**src/rtl/ram_loader.sv**
```systemverilog
// ram_loader: byte-stream programming front-end for the SAP-1 16-byte RAM.
// Loads DEPTH data bytes over a valid/ready stream into RAM through its
// prog_mode/address/din port, checks a trailing checksum byte, then reads
// every location back through dout/n_ce and checks the readback sum.
//
// Stream handshake: a byte moves on every rising edge where in_valid and
// in_ready are both 1. in_ready is registered and only ever 1 in LOAD and
// CSUM. The sender may raise in_valid at any time and must hold in_data
// stable while in_valid is 1 and the transfer has not happened. The loader
// never applies backpressure mid-byte: once in_ready is 1 it stays 1 until
// the checksum byte or a timeout ends the stream.
//
// Timing summary (all outputs registered):
//   - the first cycle of LOAD is an entry cycle with in_ready=0;
//   - a transfer in cycle N drives prog_mode/address/din during cycle N+1;
//   - VERIFY presents one address per cycle with n_ce=0 and samples dout in
//     that same cycle, then one CHECK cycle compares the two sums.
// DEPTH must equal 2**ADDR_W so the address pointer wraps back to 0 on its
// own after the last word.

module ram_loader #(
    parameter int ADDR_W  = 4,
    parameter int DATA_W  = 8,
    parameter int DEPTH   = 16,
    parameter int TIMEOUT = 1024
) (
    input  logic              clk,
    input  logic              rst,
    input  logic              start,
    input  logic              in_valid,
    input  logic [DATA_W-1:0] in_data,
    output logic              in_ready,
    output logic              ram_prog_mode,
    output logic [ADDR_W-1:0] ram_address,
    output logic [DATA_W-1:0] ram_din,
    output logic              ram_n_ce,
    input  logic [DATA_W-1:0] ram_dout,
    output logic              busy,
    output logic              done,
    output logic              error,
    output logic [1:0]        err_code,
    output logic [2:0]        dbg_state
);

    localparam int CNT_W = $clog2(TIMEOUT + 1);
    localparam logic [ADDR_W-1:0] LAST_ADDR  = ADDR_W'(DEPTH - 1);
    localparam logic [CNT_W-1:0]  IDLE_LIMIT = CNT_W'(TIMEOUT - 1);

    localparam logic [1:0] ERR_NONE     = 2'b00;
    localparam logic [1:0] ERR_CSUM     = 2'b01;
    localparam logic [1:0] ERR_READBACK = 2'b10;
    localparam logic [1:0] ERR_TIMEOUT  = 2'b11;

    typedef enum logic [2:0] {
        S_IDLE   = 3'd0,
        S_LOAD   = 3'd1,
        S_CSUM   = 3'd2,
        S_VERIFY = 3'd3,
        S_CHECK  = 3'd4,
        S_DONE   = 3'd5,
        S_ERROR  = 3'd6
    } state_t;

    state_t            state_q;
    logic              in_ready_q;
    logic              prog_q;
    logic [ADDR_W-1:0] addr_q;
    logic [DATA_W-1:0] din_q;
    logic              n_ce_q;
    logic              busy_q;
    logic              done_q;
    logic              error_q;
    logic [1:0]        err_code_q;
    logic [ADDR_W-1:0] ptr_q;
    logic [DATA_W-1:0] sum_q;
    logic [DATA_W-1:0] rsum_q;
    logic [CNT_W-1:0]  idle_q;

    logic              xfer;
    logic [ADDR_W-1:0] ptr_d;
    logic [DATA_W-1:0] sum_d;
    logic [DATA_W-1:0] rsum_d;
    logic [CNT_W-1:0]  idle_d;
    logic              idle_expired;

    // Next values of the datapath accumulators and the handshake decode.
    always_comb begin
        xfer         = in_valid && in_ready_q;
        ptr_d        = ptr_q + 1'b1;
        sum_d        = sum_q + in_data;
        rsum_d       = rsum_q + ram_dout;
        idle_d       = idle_q + 1'b1;
        idle_expired = (idle_q == IDLE_LIMIT);
    end

    // Sequencer: state, RAM port drive, status flags and accumulators.
    always_ff @(posedge clk) begin
        if (rst) begin
            state_q    <= S_IDLE;
            in_ready_q <= 1'b0;
            prog_q     <= 1'b0;
            addr_q     <= '0;
            din_q      <= '0;
            n_ce_q     <= 1'b1;
            busy_q     <= 1'b0;
            done_q     <= 1'b0;
            error_q    <= 1'b0;
            err_code_q <= ERR_NONE;
            ptr_q      <= '0;
            sum_q      <= '0;
            rsum_q     <= '0;
            idle_q     <= '0;
        end else begin
            // A write pulse lasts exactly one cycle after its transfer.
            prog_q <= 1'b0;
            case (state_q)
                S_IDLE, S_DONE, S_ERROR: begin
                    if (start) begin
                        // Entry cycle into LOAD: everything from the previous
                        // run is wiped; in_ready rises one cycle later.
                        state_q    <= S_LOAD;
                        in_ready_q <= 1'b0;
                        n_ce_q     <= 1'b1;
                        busy_q     <= 1'b1;
                        done_q     <= 1'b0;
                        error_q    <= 1'b0;
                        err_code_q <= ERR_NONE;
                        ptr_q      <= '0;
                        sum_q      <= '0;
                        rsum_q     <= '0;
                        idle_q     <= '0;
                    end
                end

                S_LOAD: begin
                    in_ready_q <= 1'b1;
                    if (xfer) begin
                        prog_q <= 1'b1;
                        addr_q <= ptr_q;
                        din_q  <= in_data;
                        sum_q  <= sum_d;
                        ptr_q  <= ptr_d;
                        idle_q <= '0;
                        // ptr_d wraps to 0 after the last word.
                        if (ptr_q == LAST_ADDR) begin
                            state_q <= S_CSUM;
                        end
                    end else if (idle_expired) begin
                        state_q    <= S_ERROR;
                        in_ready_q <= 1'b0;
                        busy_q     <= 1'b0;
                        error_q    <= 1'b1;
                        err_code_q <= ERR_TIMEOUT;
                    end else begin
                        idle_q <= idle_d;
                    end
                end

                S_CSUM: begin
                    in_ready_q <= 1'b1;
                    if (xfer) begin
                        in_ready_q <= 1'b0;
                        idle_q     <= '0;
                        if (in_data == sum_q) begin
                            // First read address goes out on the next cycle.
                            state_q <= S_VERIFY;
                            ptr_q   <= '0;
                            rsum_q  <= '0;
                            addr_q  <= '0;
                            n_ce_q  <= 1'b0;
                        end else begin
                            state_q    <= S_ERROR;
                            busy_q     <= 1'b0;
                            error_q    <= 1'b1;
                            err_code_q <= ERR_CSUM;
                        end
                    end else if (idle_expired) begin
                        state_q    <= S_ERROR;
                        in_ready_q <= 1'b0;
                        busy_q     <= 1'b0;
                        error_q    <= 1'b1;
                        err_code_q <= ERR_TIMEOUT;
                    end else begin
                        idle_q <= idle_d;
                    end
                end

                S_VERIFY: begin
                    // RAM read is combinational: dout belongs to addr_q now.
                    rsum_q <= rsum_d;
                    if (ptr_q == LAST_ADDR) begin
                        state_q <= S_CHECK;
                        ptr_q   <= '0;
                        addr_q  <= '0;
                        n_ce_q  <= 1'b1;
                    end else begin
                        ptr_q  <= ptr_d;
                        addr_q <= ptr_d;
                    end
                end

                S_CHECK: begin
                    busy_q <= 1'b0;
                    if (rsum_q == sum_q) begin
                        state_q <= S_DONE;
                        done_q  <= 1'b1;
                    end else begin
                        state_q    <= S_ERROR;
                        error_q    <= 1'b1;
                        err_code_q <= ERR_READBACK;
                    end
                end

                default: begin
                    state_q    <= S_IDLE;
                    in_ready_q <= 1'b0;
                    n_ce_q     <= 1'b1;
                    busy_q     <= 1'b0;
                end
            endcase
        end
    end

    assign in_ready      = in_ready_q;
    assign ram_prog_mode = prog_q;
    assign ram_address   = addr_q;
    assign ram_din       = din_q;
    assign ram_n_ce      = n_ce_q;
    assign busy          = busy_q;
    assign done          = done_q;
    assign error         = error_q;
    assign err_code      = err_code_q;
    assign dbg_state     = state_q;

endmodule

```
**config.mk**
```make
export PLATFORM = sky130hd
export DESIGN_NAME = ram_loader
export DESIGN_NICKNAME = d
export VERILOG_FILES = /design/src/rtl/ram_loader.sv
export SDC_FILE = /design/constraint.sdc
export NUM_CORES = 1
export LEC_CHECK = 0
export ABC_AREA = 1
export BUFFER_PORTS_ARGS = -buffer_cell sky130_fd_sc_hd__buf_2
export CAP_MARGIN = 20
export CORE_ASPECT_RATIO = 0.6
export CORE_MARGIN = 1
export CORE_UTILIZATION = 53
export CTS_CLUSTER_DIAMETER = 40
export DETAILED_ROUTE_END_ITERATION = 10
export HOLD_SLACK_MARGIN = 0.1
export PLACE_DENSITY = 0.71
export SLEW_MARGIN = 20
export SYNTH_ARGS = -nofsm -noshare
export SYNTH_HDL_FRONTEND = slang
export SYNTH_SLANG_ARGS = --single-unit
```
**constraint.sdc**
```tcl
create_clock -name clk -period 2.8 [get_ports clk]
set_clock_uncertainty 0.05 [all_clocks]
set_input_delay 0.84 -clock clk [delete_from_list [all_inputs] [get_ports clk]]
set_output_delay 0.84 -clock clk [all_outputs]
set_load 0.05 [all_outputs]
```
# Word level (Yosys, flattened, before mapping)
# Index checks and enable logic that the tools add are counted.
[totals]
regBits = 54
input_bits = 20
out_inout_bits = 23
wordCells = 127
[classes]
add_sub_neg = 4
n_eq_ne = 21
mux = 58
bitwise_logic = 4
reduce_logical = 26
[op_table]
columns = ["operator", "count"]
rows = [
  ["$mux W11", 3],
  ["$mux W8", 4],
  ["$mux W4", 6],
  ["$pmux W8 S3", 1],
  ["$pmux W11 S2", 1],
  ["$mux W3", 7],
  ["$mux W1", 19],
  ["$add A8 B8 Y8", 2],
  ["$eq A8 B8 Y1", 2],
  ["$ne A2 B2 Y1 const B", 8],
  ["$pmux W1 S4", 4],
  ["$pmux W4 S4", 1],
  ["$pmux W8 S2", 1],
  ["$pmux W3 S5", 1],
  ["$reduce_and A5 Y1", 3],
  ["$mux W2", 7],
  ["$pmux W4 S3", 1],
  ["$reduce_and A3 Y1", 4],
  ["$reduce_and A4 Y1", 3],
  ["$add A11 B1 Y11 const B", 1],
  ["$eq A11 B10 Y1 const B", 1],
  ["$eq A3 B3 Y1 const B", 3],
  ["$ne A3 B3 Y1 const B", 3],
  ["$pmux W2 S4", 1],
  ["other kinds (14)", 26],
]

# Depth between registers and ports, before layout
[depth]
depth_word = 4
depth_mapped = 11

# Worst setup path before layout
# OpenSTA, ideal clock, no wires.
[synth_path]
path_type = "input to register"
from = "input in_data[2]"
to = "register rsum_q[7]"
t_arrival_ns = 2.041
path_slack_ns = 0.575
path_stages = 9
n_path_buf = 0
cell_sequence = "ha_1 -> nor2_1 -> nand2_1 -> nor2_1 -> nand2_1 -> nand2_2 -> nand4_1 -> nand2_1 -> a21oi_1"
[synth_between]
elab_chain_cells = 3
[synth_rtl]
columns = ["item", "line", "text"]
rows = [
  ["from (decl)", "31", "input logic [DATA_W-1:0] in_data,"],
  ["$eq A8 B8 Y1", "164", "if (in_data == sum_q) begin"],
  ["$ne A2 B2 Y1 (no line)", "--", ""],
  ["$reduce_and A4 Y1 (no line)", "--", ""],
  ["to (signal assigned)", "190", "rsum_q <= rsum_d;"],
  ["to (decl)", "76", "logic [DATA_W-1:0] rsum_q;"],
]
# Every way passes these cells.
# A chain may end at the register's enable or synchronous reset.

# Worst setup path in the final report
[layout_path]
from = "input in_data[2]"
to = "register rsum_q[2]"
# The elaborated chain is that of the path after synthesis.

==> results_dict.tcl <==
set metrics [dict create \
    yosysWarningCount 0 \
    longest_individual_stage_delay_on_the_worst_path_ns 0.37 \
    number_of_vias_in_the_routed_layout 3450 \
    grt_use_total_pct 27.9 \
    timing.critical_path.fanout_max 9 \
    setup.worst_path.class "in -> reg" \
    drt_first_iter_violations 241 \
    drtPass1Iterations 5 \
    detail_route.wirelength_um 8640 \
    min_period_ns 2.40 \
    netlist-cell-type-count 33 \
    grt_pass1_vias 3128 \
    synthesis.area_per_instance_um2 6.78 \
    period_share_pct 85.9 \
    cts_resized 0 \
    worst_slew_margin_rel_pct 64.2 \
    antenna-diode-count 0 \
    worstSetupStartpoint "in_data[2]" \
    floorplan.core_area_um2 6170 \
    ctsRootBufferMaster "sky130_fd_sc_hd__clkbuf_8" \
    synth.yosys.seq_area_share_pct 31.5 \
    port_buffers 42 \
    drt-vias-per-instance 5.44 \
    timing.final.setup_violations 0 \
    netlist_area_um2 3430 \
    power_density_nw_per_um2 477 \
    initial_util_pct 55.6 \
    ctsHoldBuffers 0 \
    synth_nets 544 \
    design_power_total_mw 1.82 \
    cp-end-kind "flip-flop" \
    final_hold_viol_count 0 \
    timing.final.max_slew_violations 0 \
    placement_rows 22 \
    slowest_stage "sky130_fd_sc_hd__ha_1" \
    htree_levels 2 \
    clkTransAtPathRegs_ns 0.09 \
    fmaxAchievable_mhz 416 \
    clock_sink_count 54 \
    clock_latency_reported_for_the_late_side_of_the_worst_skew_pair_ns 0.31 \
    hpwlAfterDp_um 6780 \
    worst_slack_ns 0.396 \
    routed_wire_length_per_instance_um 13.6 \
    design.die.area_um2 6800 \
    dieWidth_um 106 \
    holdCritPathClass "reg -> reg" \
    path_cells "buf_2 -> ha_1 -> nor2_1 -> nand2_1 -> nor2_1 -> nand2_1 -> nand2_2 -> nand4_1 -> nand2_1 -> a21oi_1" \
    synth.ff_latch_count 54 \
    cap_viol_max_count 0 \
    finalWeightedCongestion 0.971 \
    finish.net_count 587 \
    rsz0062_at_grt "false" \
    grt_first_pass_wirelength_um 15000 \
    fin_cells 634 \
    dpl_worst_slack_ns 0.0950 \
    min-delay-start "done$_SDFFE_PP0P_" \
    post-cts-setup-buffer-count 0 \
    grt_start_max_net_pins 34 \
    critical_path_arrival_ns 2.53 \
    area_delta_synth_final_pct 11.1 \
    drcViolationCount 0 \
    standby_leakage_power_nw 1.77 \
    num_io_pins 43 \
    setup-tns-final_ns 0 \
    worst_r2r_startpoint "sum_q[2]$_SDFFE_PP0P_" \
    placed_cells_incl_taps 626 \
    status "completed" \
    initial_antenna_violation_count 0 \
    vdd_drop_max_uv 353 \
    worstSetupStartpointType "input port" \
    required_ns 2.93 \
    netlist_instances 506 \
    final_antenna_net_count 0 \
    crit_path_frequent_cell "sky130_fd_sc_hd__nand2_1" \
    post_route_cells_drive_above_1_share_pct 16.5 \
    cts_inserted_buffers 5 \
    timing_worst_slew_pin_value_ns 0.537 \
    die_height_um 64.3 \
    tritoncts "done" \
    clock_tree.buffer_depth 2 \
    remaining_overflow_grt 0 \
    fin_hold_ws_ns 0.419 \
]
## sequential cells by signal (all words and copies together) (netlist names), 2 cells and up
| signal | count |
|---|---|
| sum_q | 8 |
| rsum_q | 8 |
| dbg_state | 3 |
| idle_q | 11 |
| ptr_q | 4 |
| ram_din | 8 |
| err_code | 2 |
| ram_address | 4 |
## path summary, 6_finish.rpt
path,end,slack [ns],depth (start not counted)
setup / recovery,rsum_q[2]$_SDFFE_PP0P_,0.40,10
hold reg to reg,done$_SDFFE_PP0P_,0.42,2
setup reg to reg,rsum_q[2]$_SDFFE_PP0P_,0.66,9
hold / removal,done$_SDFFE_PP0P_,0.42,2
## through the flow
stage / cell area, um2 / util [%]
after floorplan: 3430 / -
after global placement: 3710 / 60.2
after detailed placement: 3710 / 60.2
after CTS: 3810 / 61.8
after global routing: 3810 / 61.8
final: 3810 / 61.8
## final cells by class
type	instances	area, um2
Multi-Input combinational cell	397	2120
Sequential cell	54	1080
Clock buffer	6	82.6
Timing Repair Buffer	44	225
Inverter	47	178
Fill cell	583	2360
Clock inverter	2	12.5
Tap cell	84	105
## power by group
part | total, mW | switching (mW) | internal [mW]
combinational | 0.512 | 0.369 | 0.143
sequential | 0.846 | 0.0384 | 0.808
clock | 0.459 | 0.260 | 0.199
## placed cells by master, fill, tap and decap left out, drive strengths merged
master and instances:
nand3 42, xnor2 7, ha 16, o21bai 2, o21ai 24, buf 44, nand4 12, clkbuf 6
nor3b 2, a21boi 1, dfxtp 54, a31oi 2, o21a 2, nand2 148, or2 4, fa 2
inv 46, nand3b 5, xor2 5, clkinv 2, o211ai 1, nor2 68, clkinvlp 1, a21oi 52
nor3 2
## routing by layer
layer  wire length, um  GRT usage, %  up-vias
li1                  -             -     1747
met1              4670          44.8     1550
met2              3130          36.4      146
met3               796          6.94        7
met4                50          4.86        0
met5                 0             0        -
## synthesized netlist by cell type (all sizes together)
| master | instances | area [um2] |
|---|---|---|
| nand2 | 148 | 593 |
| o211ai | 1 | 7.51 |
| ha | 16 | 200 |
| clkinv | 1 | 5.00 |
| a21boi | 1 | 7.51 |
| nand3b | 5 | 37.5 |
| nand4 | 12 | 75.1 |
| a31oi | 2 | 12.5 |
| a21oi | 52 | 268 |
| fa | 2 | 40.0 |
| o21a | 2 | 15.0 |
| nor2 | 68 | 328 |
| nand3 | 42 | 250 |
| nor3b | 2 | 15.0 |
| o21bai | 2 | 15.0 |
| nor3 | 2 | 10.0 |
| buf | 2 | 22.5 |
| dfxtp | 54 | 1080 |
| or2 | 4 | 25.0 |
| o21ai | 24 | 120 |
| clkbuf | 6 | 22.5 |
| xnor2 | 7 | 61.3 |
| inv | 46 | 173 |
| xor2 | 5 | 43.8 |
## critical path, delay by kind of cell
kind / cells / cell delay [ns]
AND/OR/NAND/NOR: 7 / 1.14
buffers and inverters: 1 / 0.11
adder cells (fa/ha/maj): 1 / 0.37
AO/OA/AOI/OAI: 1 / 0.08
## cells by family (layout without fill, tap and decap cells)
family / Yosys count / after routing / share of synthesized area [%]
flip-flops: 54 / 54 / 31.5
buffers and inverters: 55 / 99 / 6.50
XOR/XNOR: 12 / 12 / 3.07
AO/OA/AOI/OAI: 84 / 84 / 13.0
AND/OR/NAND/NOR: 283 / 283 / 38.9
adder cells (fa/ha/maj): 18 / 18 / 7.01
Power figures use the tool's default switching activity.
